$ cat config.mk
export PLATFORM = sky130hd
export DESIGN_NAME = ps2_tx_arbiter_flat
export DESIGN_NICKNAME = d
export VERILOG_FILES = /design/src/rtl/ps2_tx_arbiter_if.sv /design/src/rtl/ps2_tx_arbiter.sv /design/src/flat_wrapper.sv
export SDC_FILE = /design/constraint.sdc
export NUM_CORES = 1
export LEC_CHECK = 0
export CORE_UTILIZATION = 26
export CTS_BUF_LIST = sky130_fd_sc_hd__clkbuf_4 sky130_fd_sc_hd__clkbuf_8
export DETAILED_ROUTE_END_ITERATION = 12
export PLACE_DENSITY = 0.51
export SLEW_MARGIN = 20
export SYNTH_ARGS = -nofsm -noshare
export SYNTH_HDL_FRONTEND = slang
export SYNTH_SLANG_ARGS = --single-unit
$ cat constraint.sdc
create_clock -name CLK -period 2.38 [get_ports CLK]
set_clock_uncertainty 0.05 [all_clocks]
set_input_delay 0.476 -clock CLK [delete_from_list [all_inputs] [get_ports CLK]]
set_output_delay 0.476 -clock CLK [all_outputs]
set_load 0.1 [all_outputs]
$ cat src/rtl/ps2_tx_arbiter_if.sv
// ---------------------------------------------------------------------------
// ps2_tx_arbiter_if
// Groups every non-clock, non-reset signal of the PS/2 transmit arbiter.
//   Requester side : REQ0/REQ1, BYTE0/BYTE1 in; DONE0/DONE1, STATUS,
//                    RESP_BYTE, GRANT, BUSY out.
//   Transmitter    : SEND_BYTE, BYTE_TO_SEND out; BYTE_SENT in.
//   Receiver       : READ_ENABLE out; BYTE_READY, BYTE_READ,
//                    BYTE_ERROR_CODE in.
// The 'slave' modport is the arbiter's view. The 'master' modport is the
// view of everything around it: the requesters and the PHY pair.
// ---------------------------------------------------------------------------
interface ps2_tx_arbiter_if;
    logic       REQ0;
    logic       REQ1;
    logic [7:0] BYTE0;
    logic [7:0] BYTE1;
    logic       DONE0;
    logic       DONE1;
    logic [1:0] STATUS;
    logic [7:0] RESP_BYTE;
    logic [1:0] GRANT;
    logic       BUSY;
    logic       SEND_BYTE;
    logic [7:0] BYTE_TO_SEND;
    logic       BYTE_SENT;
    logic       READ_ENABLE;
    logic       BYTE_READY;
    logic [7:0] BYTE_READ;
    logic [1:0] BYTE_ERROR_CODE;

    modport slave (
        input  REQ0, REQ1, BYTE0, BYTE1, BYTE_SENT,
               BYTE_READY, BYTE_READ, BYTE_ERROR_CODE,
        output DONE0, DONE1, STATUS, RESP_BYTE, GRANT, BUSY,
               SEND_BYTE, BYTE_TO_SEND, READ_ENABLE
    );

    modport master (
        output REQ0, REQ1, BYTE0, BYTE1, BYTE_SENT,
               BYTE_READY, BYTE_READ, BYTE_ERROR_CODE,
        input  DONE0, DONE1, STATUS, RESP_BYTE, GRANT, BUSY,
               SEND_BYTE, BYTE_TO_SEND, READ_ENABLE
    );
endinterface

$ cat src/rtl/ps2_tx_arbiter.sv
// ---------------------------------------------------------------------------
// ps2_tx_arbiter
// Shares one PS/2 host transmitter between two requesters: requester 0 is
// the mouse state machine and requester 1 is the CPU command port. For each
// transaction the block does the following:
//   1. grants the bus round-robin,
//   2. strobes the command byte into the transmitter,
//   3. waits for transmit completion,
//   4. captures and classifies the device response, under a timeout.
// Ports:
//   CLK    : clock
//   RESET  : synchronous, active-high reset
//   bus    : ps2_tx_arbiter_if.slave (requester, transmitter and receiver
//            signals)
// STATUS encoding:
//   00 = ACK_BYTE received
//   01 = a different byte received
//   10 = timeout
//   11 = receiver parity or framing error
// ---------------------------------------------------------------------------
module ps2_tx_arbiter #(
    parameter int         ACK_TIMEOUT = 5000000,
    parameter logic [7:0] ACK_BYTE    = 8'hFA
) (
    input  logic             CLK,
    input  logic             RESET,
    ps2_tx_arbiter_if.slave  bus
);
    localparam int CNT_W = $clog2(ACK_TIMEOUT);
    localparam logic [CNT_W-1:0] CNT_LAST = CNT_W'(ACK_TIMEOUT - 1);

    localparam logic [2:0] ST_IDLE      = 3'd0;
    localparam logic [2:0] ST_SEND      = 3'd1;
    localparam logic [2:0] ST_WAIT_SENT = 3'd2;
    localparam logic [2:0] ST_WAIT_RESP = 3'd3;
    localparam logic [2:0] ST_DONE      = 3'd4;

    localparam logic [1:0] STAT_ACK     = 2'b00;
    localparam logic [1:0] STAT_NACK    = 2'b01;
    localparam logic [1:0] STAT_TIMEOUT = 2'b10;
    localparam logic [1:0] STAT_RXERR   = 2'b11;

    logic [2:0]       state_q,  state_d;
    logic [1:0]       grant_q,  grant_d;
    logic             last_q,   last_d;    // 1 = requester 1 was granted last
    logic [7:0]       byte_q,   byte_d;
    logic [7:0]       resp_q,   resp_d;
    logic [1:0]       status_q, status_d;
    logic [CNT_W-1:0] cnt_q,    cnt_d;
    logic             timeout;

    // The counter is cleared on grant and counts from the strobe cycle.
    // With cnt == ACK_TIMEOUT-1 the timeout fires, so DONE lands exactly
    // ACK_TIMEOUT cycles after the strobe.
    assign timeout = (cnt_q == CNT_LAST);

    always_comb begin
        state_d  = state_q;
        grant_d  = grant_q;
        last_d   = last_q;
        byte_d   = byte_q;
        resp_d   = resp_q;
        status_d = status_q;
        cnt_d    = cnt_q;
        case (state_q)
            ST_IDLE: begin
                if (bus.REQ0 || bus.REQ1) begin
                    // Requester 0 wins when it is alone or when 1 went last.
                    if (bus.REQ0 && (!bus.REQ1 || last_q)) begin
                        grant_d = 2'b01;
                        last_d  = 1'b0;
                        byte_d  = bus.BYTE0;
                    end else begin
                        grant_d = 2'b10;
                        last_d  = 1'b1;
                        byte_d  = bus.BYTE1;
                    end
                    cnt_d   = '0;
                    state_d = ST_SEND;
                end
            end
            ST_SEND: begin
                cnt_d   = cnt_q + 1'b1;
                state_d = ST_WAIT_SENT;
            end
            ST_WAIT_SENT: begin
                cnt_d = cnt_q + 1'b1;
                // Timeout outranks a late BYTE_SENT; BYTE_READY is ignored here.
                if (timeout) begin
                    status_d = STAT_TIMEOUT;
                    state_d  = ST_DONE;
                end else if (bus.BYTE_SENT) begin
                    state_d = ST_WAIT_RESP;
                end
            end
            ST_WAIT_RESP: begin
                cnt_d = cnt_q + 1'b1;
                // A response arriving on the timeout cycle still counts.
                if (bus.BYTE_READY) begin
                    resp_d = bus.BYTE_READ;
                    if (bus.BYTE_ERROR_CODE != 2'b00)
                        status_d = STAT_RXERR;
                    else if (bus.BYTE_READ == ACK_BYTE)
                        status_d = STAT_ACK;
                    else
                        status_d = STAT_NACK;
                    state_d = ST_DONE;
                end else if (timeout) begin
                    status_d = STAT_TIMEOUT;
                    state_d  = ST_DONE;
                end
            end
            ST_DONE: begin
                grant_d = 2'b00;
                state_d = ST_IDLE;
            end
            default: begin
                grant_d = 2'b00;
                state_d = ST_IDLE;
            end
        endcase
    end

    always_ff @(posedge CLK) begin
        if (RESET) begin
            state_q  <= ST_IDLE;
            grant_q  <= 2'b00;
            last_q   <= 1'b1;
            byte_q   <= 8'h00;
            resp_q   <= 8'h00;
            status_q <= 2'b00;
            cnt_q    <= '0;
        end else begin
            state_q  <= state_d;
            grant_q  <= grant_d;
            last_q   <= last_d;
            byte_q   <= byte_d;
            resp_q   <= resp_d;
            status_q <= status_d;
            cnt_q    <= cnt_d;
        end
    end

    // All outputs decode directly from registered state, so they are glitch-free.
    assign bus.SEND_BYTE    = (state_q == ST_SEND);
    assign bus.READ_ENABLE  = (state_q == ST_WAIT_RESP);
    assign bus.BUSY         = (state_q != ST_IDLE);
    assign bus.DONE0        = (state_q == ST_DONE) && grant_q[0];
    assign bus.DONE1        = (state_q == ST_DONE) && grant_q[1];
    assign bus.GRANT        = grant_q;
    assign bus.BYTE_TO_SEND = byte_q;
    assign bus.RESP_BYTE    = resp_q;
    assign bus.STATUS       = status_q;
endmodule

$ cat src/flat_wrapper.sv
// flat-port wrapper written by rule: the top's interface ports become plain ports
module ps2_tx_arbiter_flat 
#(
    parameter int         ACK_TIMEOUT = 5000000,
    parameter logic [7:0] ACK_BYTE    = 8'hFA
)
  (CLK, RESET, bus_REQ0, bus_REQ1, bus_BYTE0, bus_BYTE1, bus_BYTE_SENT, bus_BYTE_READY, bus_BYTE_READ, bus_BYTE_ERROR_CODE, bus_DONE0, bus_DONE1, bus_STATUS, bus_RESP_BYTE, bus_GRANT, bus_BUSY, bus_SEND_BYTE, bus_BYTE_TO_SEND, bus_READ_ENABLE);
  ps2_tx_arbiter_if bus_i ();
  input  logic CLK;
  input  logic RESET;
  input wire logic [$bits(bus_i.REQ0)-1:0] bus_REQ0;
  input wire logic [$bits(bus_i.REQ1)-1:0] bus_REQ1;
  input wire logic [$bits(bus_i.BYTE0)-1:0] bus_BYTE0;
  input wire logic [$bits(bus_i.BYTE1)-1:0] bus_BYTE1;
  input wire logic [$bits(bus_i.BYTE_SENT)-1:0] bus_BYTE_SENT;
  input wire logic [$bits(bus_i.BYTE_READY)-1:0] bus_BYTE_READY;
  input wire logic [$bits(bus_i.BYTE_READ)-1:0] bus_BYTE_READ;
  input wire logic [$bits(bus_i.BYTE_ERROR_CODE)-1:0] bus_BYTE_ERROR_CODE;
  output wire logic [$bits(bus_i.DONE0)-1:0] bus_DONE0;
  output wire logic [$bits(bus_i.DONE1)-1:0] bus_DONE1;
  output wire logic [$bits(bus_i.STATUS)-1:0] bus_STATUS;
  output wire logic [$bits(bus_i.RESP_BYTE)-1:0] bus_RESP_BYTE;
  output wire logic [$bits(bus_i.GRANT)-1:0] bus_GRANT;
  output wire logic [$bits(bus_i.BUSY)-1:0] bus_BUSY;
  output wire logic [$bits(bus_i.SEND_BYTE)-1:0] bus_SEND_BYTE;
  output wire logic [$bits(bus_i.BYTE_TO_SEND)-1:0] bus_BYTE_TO_SEND;
  output wire logic [$bits(bus_i.READ_ENABLE)-1:0] bus_READ_ENABLE;
  assign bus_i.REQ0 = bus_REQ0;
  assign bus_i.REQ1 = bus_REQ1;
  assign bus_i.BYTE0 = bus_BYTE0;
  assign bus_i.BYTE1 = bus_BYTE1;
  assign bus_i.BYTE_SENT = bus_BYTE_SENT;
  assign bus_i.BYTE_READY = bus_BYTE_READY;
  assign bus_i.BYTE_READ = bus_BYTE_READ;
  assign bus_i.BYTE_ERROR_CODE = bus_BYTE_ERROR_CODE;
  assign bus_DONE0 = bus_i.DONE0;
  assign bus_DONE1 = bus_i.DONE1;
  assign bus_STATUS = bus_i.STATUS;
  assign bus_RESP_BYTE = bus_i.RESP_BYTE;
  assign bus_GRANT = bus_i.GRANT;
  assign bus_BUSY = bus_i.BUSY;
  assign bus_SEND_BYTE = bus_i.SEND_BYTE;
  assign bus_BYTE_TO_SEND = bus_i.BYTE_TO_SEND;
  assign bus_READ_ENABLE = bus_i.READ_ENABLE;
  ps2_tx_arbiter #(.ACK_TIMEOUT(ACK_TIMEOUT), .ACK_BYTE(ACK_BYTE)) u_core (.CLK(CLK), .RESET(RESET), .bus(bus_i));
endmodule
==> results of run 1 <==
[flip-flops by register name, indices dropped and copies added, names as in the netlist]
signal                   flops
u_core.bus.RESP_BYTE         8
u_core.cnt_q                23
u_core.state_q               3
u_core.bus.STATUS            2
u_core.last_q                1
u_core.bus.GRANT             2
u_core.bus.BYTE_TO_SEND      8
[placed cells by master (no fill, tap or decap), types with 7 or more instances in the layout]
| cell type | instances |
|---|---|
| a21oi_1 | 29 |
| a222oi_1 | 8 |
| nor4_1 | 7 |
| nor2_1 | 26 |
| buf_4 | 34 |
| dfxtp_1 | 47 |
| or4_1 | 7 |
| inv_1 | 8 |
| nand2_1 | 32 |
| o21ai_0 | 8 |
| or3_1 | 8 |
| xnor2_1 | 7 |
| clkdlybuf4s50_1 | 31 |
[timing repair]
item	in CTS	in global routing
endpoints found under the hold margin	0	0
resized for setup	0	1
setup endpoints to repair	0	1
[stage by stage]
step                      instances  power (mW)  TNS (ns)
after global routing            423       2.262         0
after floorplan                 258       1.341         0
final                           423       2.167         0
after CTS                       423       2.186         0
after global placement          415       1.571   -0.8968
after detailed placement        415       1.571    -1.163
[final cells by class]
cell class | instances | area share (%)
clock buffers | 5 | 2.282
clock inverters | 3 | 1.577
inverters | 8 | 0.9959
multi-input cells | 187 | 36.97
flip-flops and latches | 47 | 31.20
well taps | 102 | 4.232
repair buffers | 71 | 22.74
[worst max-delay path, delay by kind of cell]
family / cells / cell delay, ns
simple gates: 3 / 1.14
buf+inv: 2 / 0.66
compound gates: 1 / 0.14
[path summary, 6_finish.rpt]
check	end	cells past startpoint	slack (ns)
min reg2reg	u_core.bus.RESP_BYTE[3]	2	0.41
max reg2reg	u_core.state_q[1]	4	0.33
max	u_core.cnt_q[22]	6	0.16
min	u_core.bus.RESP_BYTE[3]	2	0.41
[logic make-up (layout without fill, tap and decap cells)]
logic type	after synthesis	in the layout	share of synthesized area (%)
AO/OA/AOI/OAI	60	60	18.01
AND/OR/NAND/NOR	118	118	29.53
buffers and inverters	24	87	4.561
flip-flops	47	47	43.98
multiplexers	1	1	0.4679
XOR/XNOR	7	7	2.866
adder cells (fa/ha/maj)	1	1	0.5847
[power by group]
part	switching [mW]	internal, mW	total [mW]
registers	0.0314	0.831	0.863
clock network	0.298	0.319	0.617
logic	0.471	0.217	0.688
total	0.800	1.37	2.17
[metal layers]
layer,vias up,GRT usage (%)
li1,1069,-
met1,953,18.81
met2,29,22.72
met3,5,2.874
met4,0,4.615
met5,-,0
==> impl_metrics.py, run 1 <==
metrics = {
    "clock_tree": {
        "cts_buffers": 5,
        "cts-root-buf": "clkbuf_8",
        "htreeDepth": 2,
        "cts_hold_buf": 0,
        "clk_path_buf_depth": 2,
        "cts_tree": "done",
        "clock_sinks": 47,
        "cts_setup_buffers": 0,
        "clk_pin_slew_ns": 0.10,
        "clock_latency_ns": 0.31,
    },
    "timing": {
        "max_freq_ghz": 0.4504,
        "drv_slew": 0,
        "fin_ws_ns": 0.1595,
        "timing.final.crit_period_ns": 2.220,
        "hold_viol": 0,
        "slew_headroom_pct": 61.65,
        "fin_crit_sh_pct": 93.30,
        "setup_viol": 0,
        "tightest_slew_ns": 0.5709,
        "whs_ns": 0.4145,
        "rsz0062_at_grt": "no",
    },
    "die": {
        "core_sq_um": 7848,
        "dieWidth_um": 92.72,
        "dieArea_sq_um": 8596,
        "io_pins": 57,
        "start_util_pct": 27.26,
        "rows": 32,
        "die_h_um": 92.72,
    },
    "status": {
        "status": "finished clean",
    },
    "finish": {
        "seq_area_sq_um": 940.9,
        "layout.nets": 353,
        "fillerInstances": 835,
        "utilization_pct": 38.42,
        "multiInputGateArea_sq_um": 1115,
        "n_antenna_cell": 0,
        "layout-drive-gt1-share_pct": 17.76,
        "syn2layout_area_growth_pct": 40.94,
        "final_cell_area_sq_um": 3015,
    },
    "synth": {
        "ys.flop_type": "dfxtp_1",
        "syn_nets": 291,
        "synth-edff-count": 0,
        "ys_top_cells_by_area": "dfxtp_1 (44%), a21oi_1 (6.8%), nand2_1 (5.6%)",
        "synth_top_area_share_pct": 43.98,
        "synth_area_leader_cell": "dfxtp_1",
        "yosys-top-cells-count": "dfxtp_1 (47), nand2_1 (32), a21oi_1 (29)",
        "synth.most_common_cell": "dfxtp_1",
        "postSynth.asyncResetShare_pct": 0,
        "synth-seq-area-share_pct": 43.98,
        "syn_area_sq_um": 2140,
        "yosysWarnings": 0,
        "ys_types": 38,
        "netlist_instances": 258,
        "synth_area_per_cell_sq_um": 8.293,
        "synth_seq_cells": 47,
    },
    "critical_path": {
        "critPathKind": "input pin to register",
        "crit_required_ns": 2.58,
        "r2r-start": "u_core.cnt_q[21]",
        "cp-startpoint": "bus_REQ0",
        "slowest_delay_ns": 0.56,
        "cp_cell_sequence": "clkdlybuf4s50_1, nor4_1, buf_4, or4_4, or4_1, a21oi_1",
        "crit_path_top_delay_cell": "or4_4",
        "path_max_fanout": 8,
        "crit_path_end_kind": "register",
        "crit_path_start_kind": "input pin",
        "crit_arrival_ns": 2.42,
    },
    "routing": {
        "first_pass_iters": 5,
        "ant_nets": 0,
        "viasPerCell": 4.861,
        "wl_met2_mm": 2.642,
        "routed_wl_mm": 5.784,
        "wl_per_cell_um": 13.67,
        "drc": 0,
        "wl_met1_mm": 2.869,
        "vias": 2056,
        "routed.top_layer": "met4",
        "dr_wl_met3_um": 210,
        "drt-initial-drc-count": 107,
    },
    "grt": {
        "grt_usage_pct": 14.11,
        "antenna_found_initial": 0,
        "overflow": 0,
        "grt_pass1_wl_mm": 9.770,
        "grt_max_degree": 21,
        "grt_pass1_vias": 2052,
    },
    "place": {
        "placed_area_sq_um": 2895,
        "routabilityCongestion": 0.7069,
        "io_buffers": 56,
        "dp_hpwl_mm": 4.256,
        "post-place-ws_ns": -0.2821,
    },
    "pwr": {
        "power_density_nw_per_um2": 718.8,
        "vdd_drop_max_mv": 0.3522,
        "total_leakage_power_nw": 1.118,
    },
    "min_path": {
        "min_from": "u_core.bus.RESP_BYTE[3]",
        "hp-class": "register to register",
    },
    "flow_run": {
        "timing.max_cap.violations": 0,
    },
}
Note: power is estimated with default switching activity, not from simulation.
==> run 2: changes to the inputs <==
SETUP_SLACK_MARGIN = 0.1   (was default)
==> run 2 against run 1 <==
Global-route usage hardly changed. Flip-flop and latch count unchanged. Setup slack lost 0.0032 ns. Count of clock-buffer cells in the layout unchanged. Routed wire length is 0.21% higher. Maximum frequency shrank 0.14%. First-iteration DRC count shrank 1.9%. Cell area is 0.17% higher. Sequential power is essentially flat. Critical endpoint unchanged. Highest routed layer unchanged.
==> impl_metrics.py, run 2 (synthesis gave the netlist of run 1 again) <==
metrics = {
    "status": {
        "status": "finished clean",
    },
    "finish": {
        "layout_common_cells": "dfxtp_1 (47), buf_4 (34), nand2_1 (32), clkdlybuf4s50_1 (31), a21oi_1 (29)",
        "largest_register_ffs": 23,
        "layout-drive-gt1-share_pct": 18.07,
        "layout_commonest_cell": "dfxtp_1",
        "syn2layout_area_growth_pct": 41.17,
        "layout.nets": 353,
        "fillerInstances": 836,
        "n_antenna_cell": 0,
        "largest_register": "u_core.cnt_q",
    },
    "place": {
        "dp_hpwl_mm": 4.256,
        "routabilityCongestion": 0.7069,
        "io_buffers": 56,
        "post-place-ws_ns": -0.2821,
    },
    "die": {
        "dieArea_sq_um": 8596,
        "die_h_um": 92.72,
        "rows": 32,
        "io_pins": 57,
        "start_util_pct": 27.26,
        "core_sq_um": 7848,
        "dieWidth_um": 92.72,
    },
    "clock_tree": {
        "cts_buffers": 5,
        "clk_pin_slew_ns": 0.10,
        "clock_sinks": 47,
        "htreeDepth": 2,
        "clock_latency_ns": 0.31,
        "cts_tree": "done",
        "clk_path_buf_depth": 2,
        "cts-root-buf": "clkbuf_8",
        "cts_setup_buffers": 0,
    },
    "grt": {
        "grt_pass1_vias": 2050,
        "grt_pass1_wl_mm": 9.756,
        "grt_max_degree": 21,
        "antenna_found_initial": 0,
        "overflow": 0,
        "grt_usage_pct": 14.10,
    },
    "routing": {
        "drt-initial-drc-count": 105,
        "drc": 0,
        "first_pass_iters": 5,
        "ant_nets": 0,
        "viasPerCell": 4.865,
        "wl_per_cell_um": 13.70,
        "routed_wl_mm": 5.796,
        "vias": 2058,
    },
    "timing": {
        "setup_viol": 0,
        "tightest_slew_ns": 0.3936,
        "slew_headroom_pct": 73.08,
        "timing.final.crit_period_ns": 2.224,
        "fin_ws_ns": 0.1563,
        "hold_viol": 0,
        "max_freq_ghz": 0.4497,
        "drv_slew": 0,
        "rsz0062_at_grt": "no",
        "whs_ns": 0.4147,
        "fin_crit_sh_pct": 93.43,
    },
    "critical_path": {
        "crit_path_end_kind": "register",
        "critPathKind": "input pin to register",
        "crit_path_start_kind": "input pin",
        "crit_required_ns": 2.58,
        "crit_arrival_ns": 2.42,
        "path_max_fanout": 8,
    },
    "pwr": {
        "total_leakage_power_nw": 1.120,
        "switchingPower_mw": 0.8031,
        "clkPwrFrac_pct": 28.4,
        "vdd_drop_max_mv": 0.3482,
        "p_sw_share_pct": 36.98,
        "power_density_nw_per_um2": 719.1,
        "power.share.sequential_pct": 39.7,
        "pwr-share-comb_pct": 31.8,
        "p_int_mw": 1.369,
    },
    "flow_run": {
        "timing.max_cap.violations": 0,
    },
    "min_path": {
        "hp-class": "register to register",
    },
}
==> run 2: cell count changes in the layout (fill, tap and decap cells not counted) <==
cell / delta
nor3_1: -1
nor3_2: +1
==> run 2: metal layers <==
metal  wire length [um]  vias up  GRT usage [%]
met5                  0        -              0
met4                 61        0          4.615
met3                215        5          2.874
met2               2623       31          22.72
met1               2895      953          18.76
li1                   -     1069              -
==> run 2: layout make-up <==
cell class / count / area, sq um / share of cell area [%]
tap: 102 / 127.6 / 4.225
inverter: 8 / 30.03 / 0.9942
clock buffer: 5 / 68.82 / 2.278
sequential: 47 / 940.9 / 31.15
clock inverter: 3 / 47.55 / 1.574
timing repair buffer: 71 / 685.7 / 22.70
multi-input combinational: 187 / 1120 / 37.08
==> run 2: path summary, 6_finish.rpt <==
path / cells after the start / startpoint / to / slack (ns)
max: 6 / bus_REQ0 / u_core.cnt_q[22] / 0.16
min reg2reg: 2 / u_core.bus.RESP_BYTE[3] / u_core.bus.RESP_BYTE[3] / 0.41
max reg2reg: 4 / u_core.cnt_q[21] / u_core.state_q[1] / 0.34
min: 2 / u_core.bus.RESP_BYTE[3] / u_core.bus.RESP_BYTE[3] / 0.41
==> run 2: power by group through the flow <==
stage	sequential (mW)	combinational (mW)	clock, mW
6_report	0.863	0.691	0.618
5_1_grt	0.870	0.733	0.662
4_1_cts	0.863	0.692	0.630
3_5_place_dp	0.881	0.690	0
3_3_place_gp	0.880	0.691	0
2_1_floorplan	1.09	0.248	0
==> run 2: critical path, stage by stage <==
cell	delay, ns
clkdlybuf4s50_1	0.51
nor4_1	0.06
buf_4	0.15
or4_4	0.56
or4_1	0.52
a21oi_1	0.14
==> run 2: metrics by stage <==
step | setup TNS, ns | power (mW) | cell area, sq um | cells | utilization [%]
final | 0 | 2.172 | 3020 | 423 | 38.49
after CTS | 0 | 2.186 | 3015 | 423 | 38.42
after global placement | -0.8968 | 1.571 | 2895 | 415 | 36.89
after global routing | 0 | 2.265 | 3020 | 423 | 38.49
after floorplan | 0 | 1.341 | 2150 | 258 | -
after detailed placement | -1.163 | 1.571 | 2895 | 415 | 36.89
==> run 2: repair_timing <==
item / 4_1_cts / 5_1_grt
endpoints found under the setup margin: 1 / 1
hold buffers: 0 / 0
gates resized for setup: 1 / 1
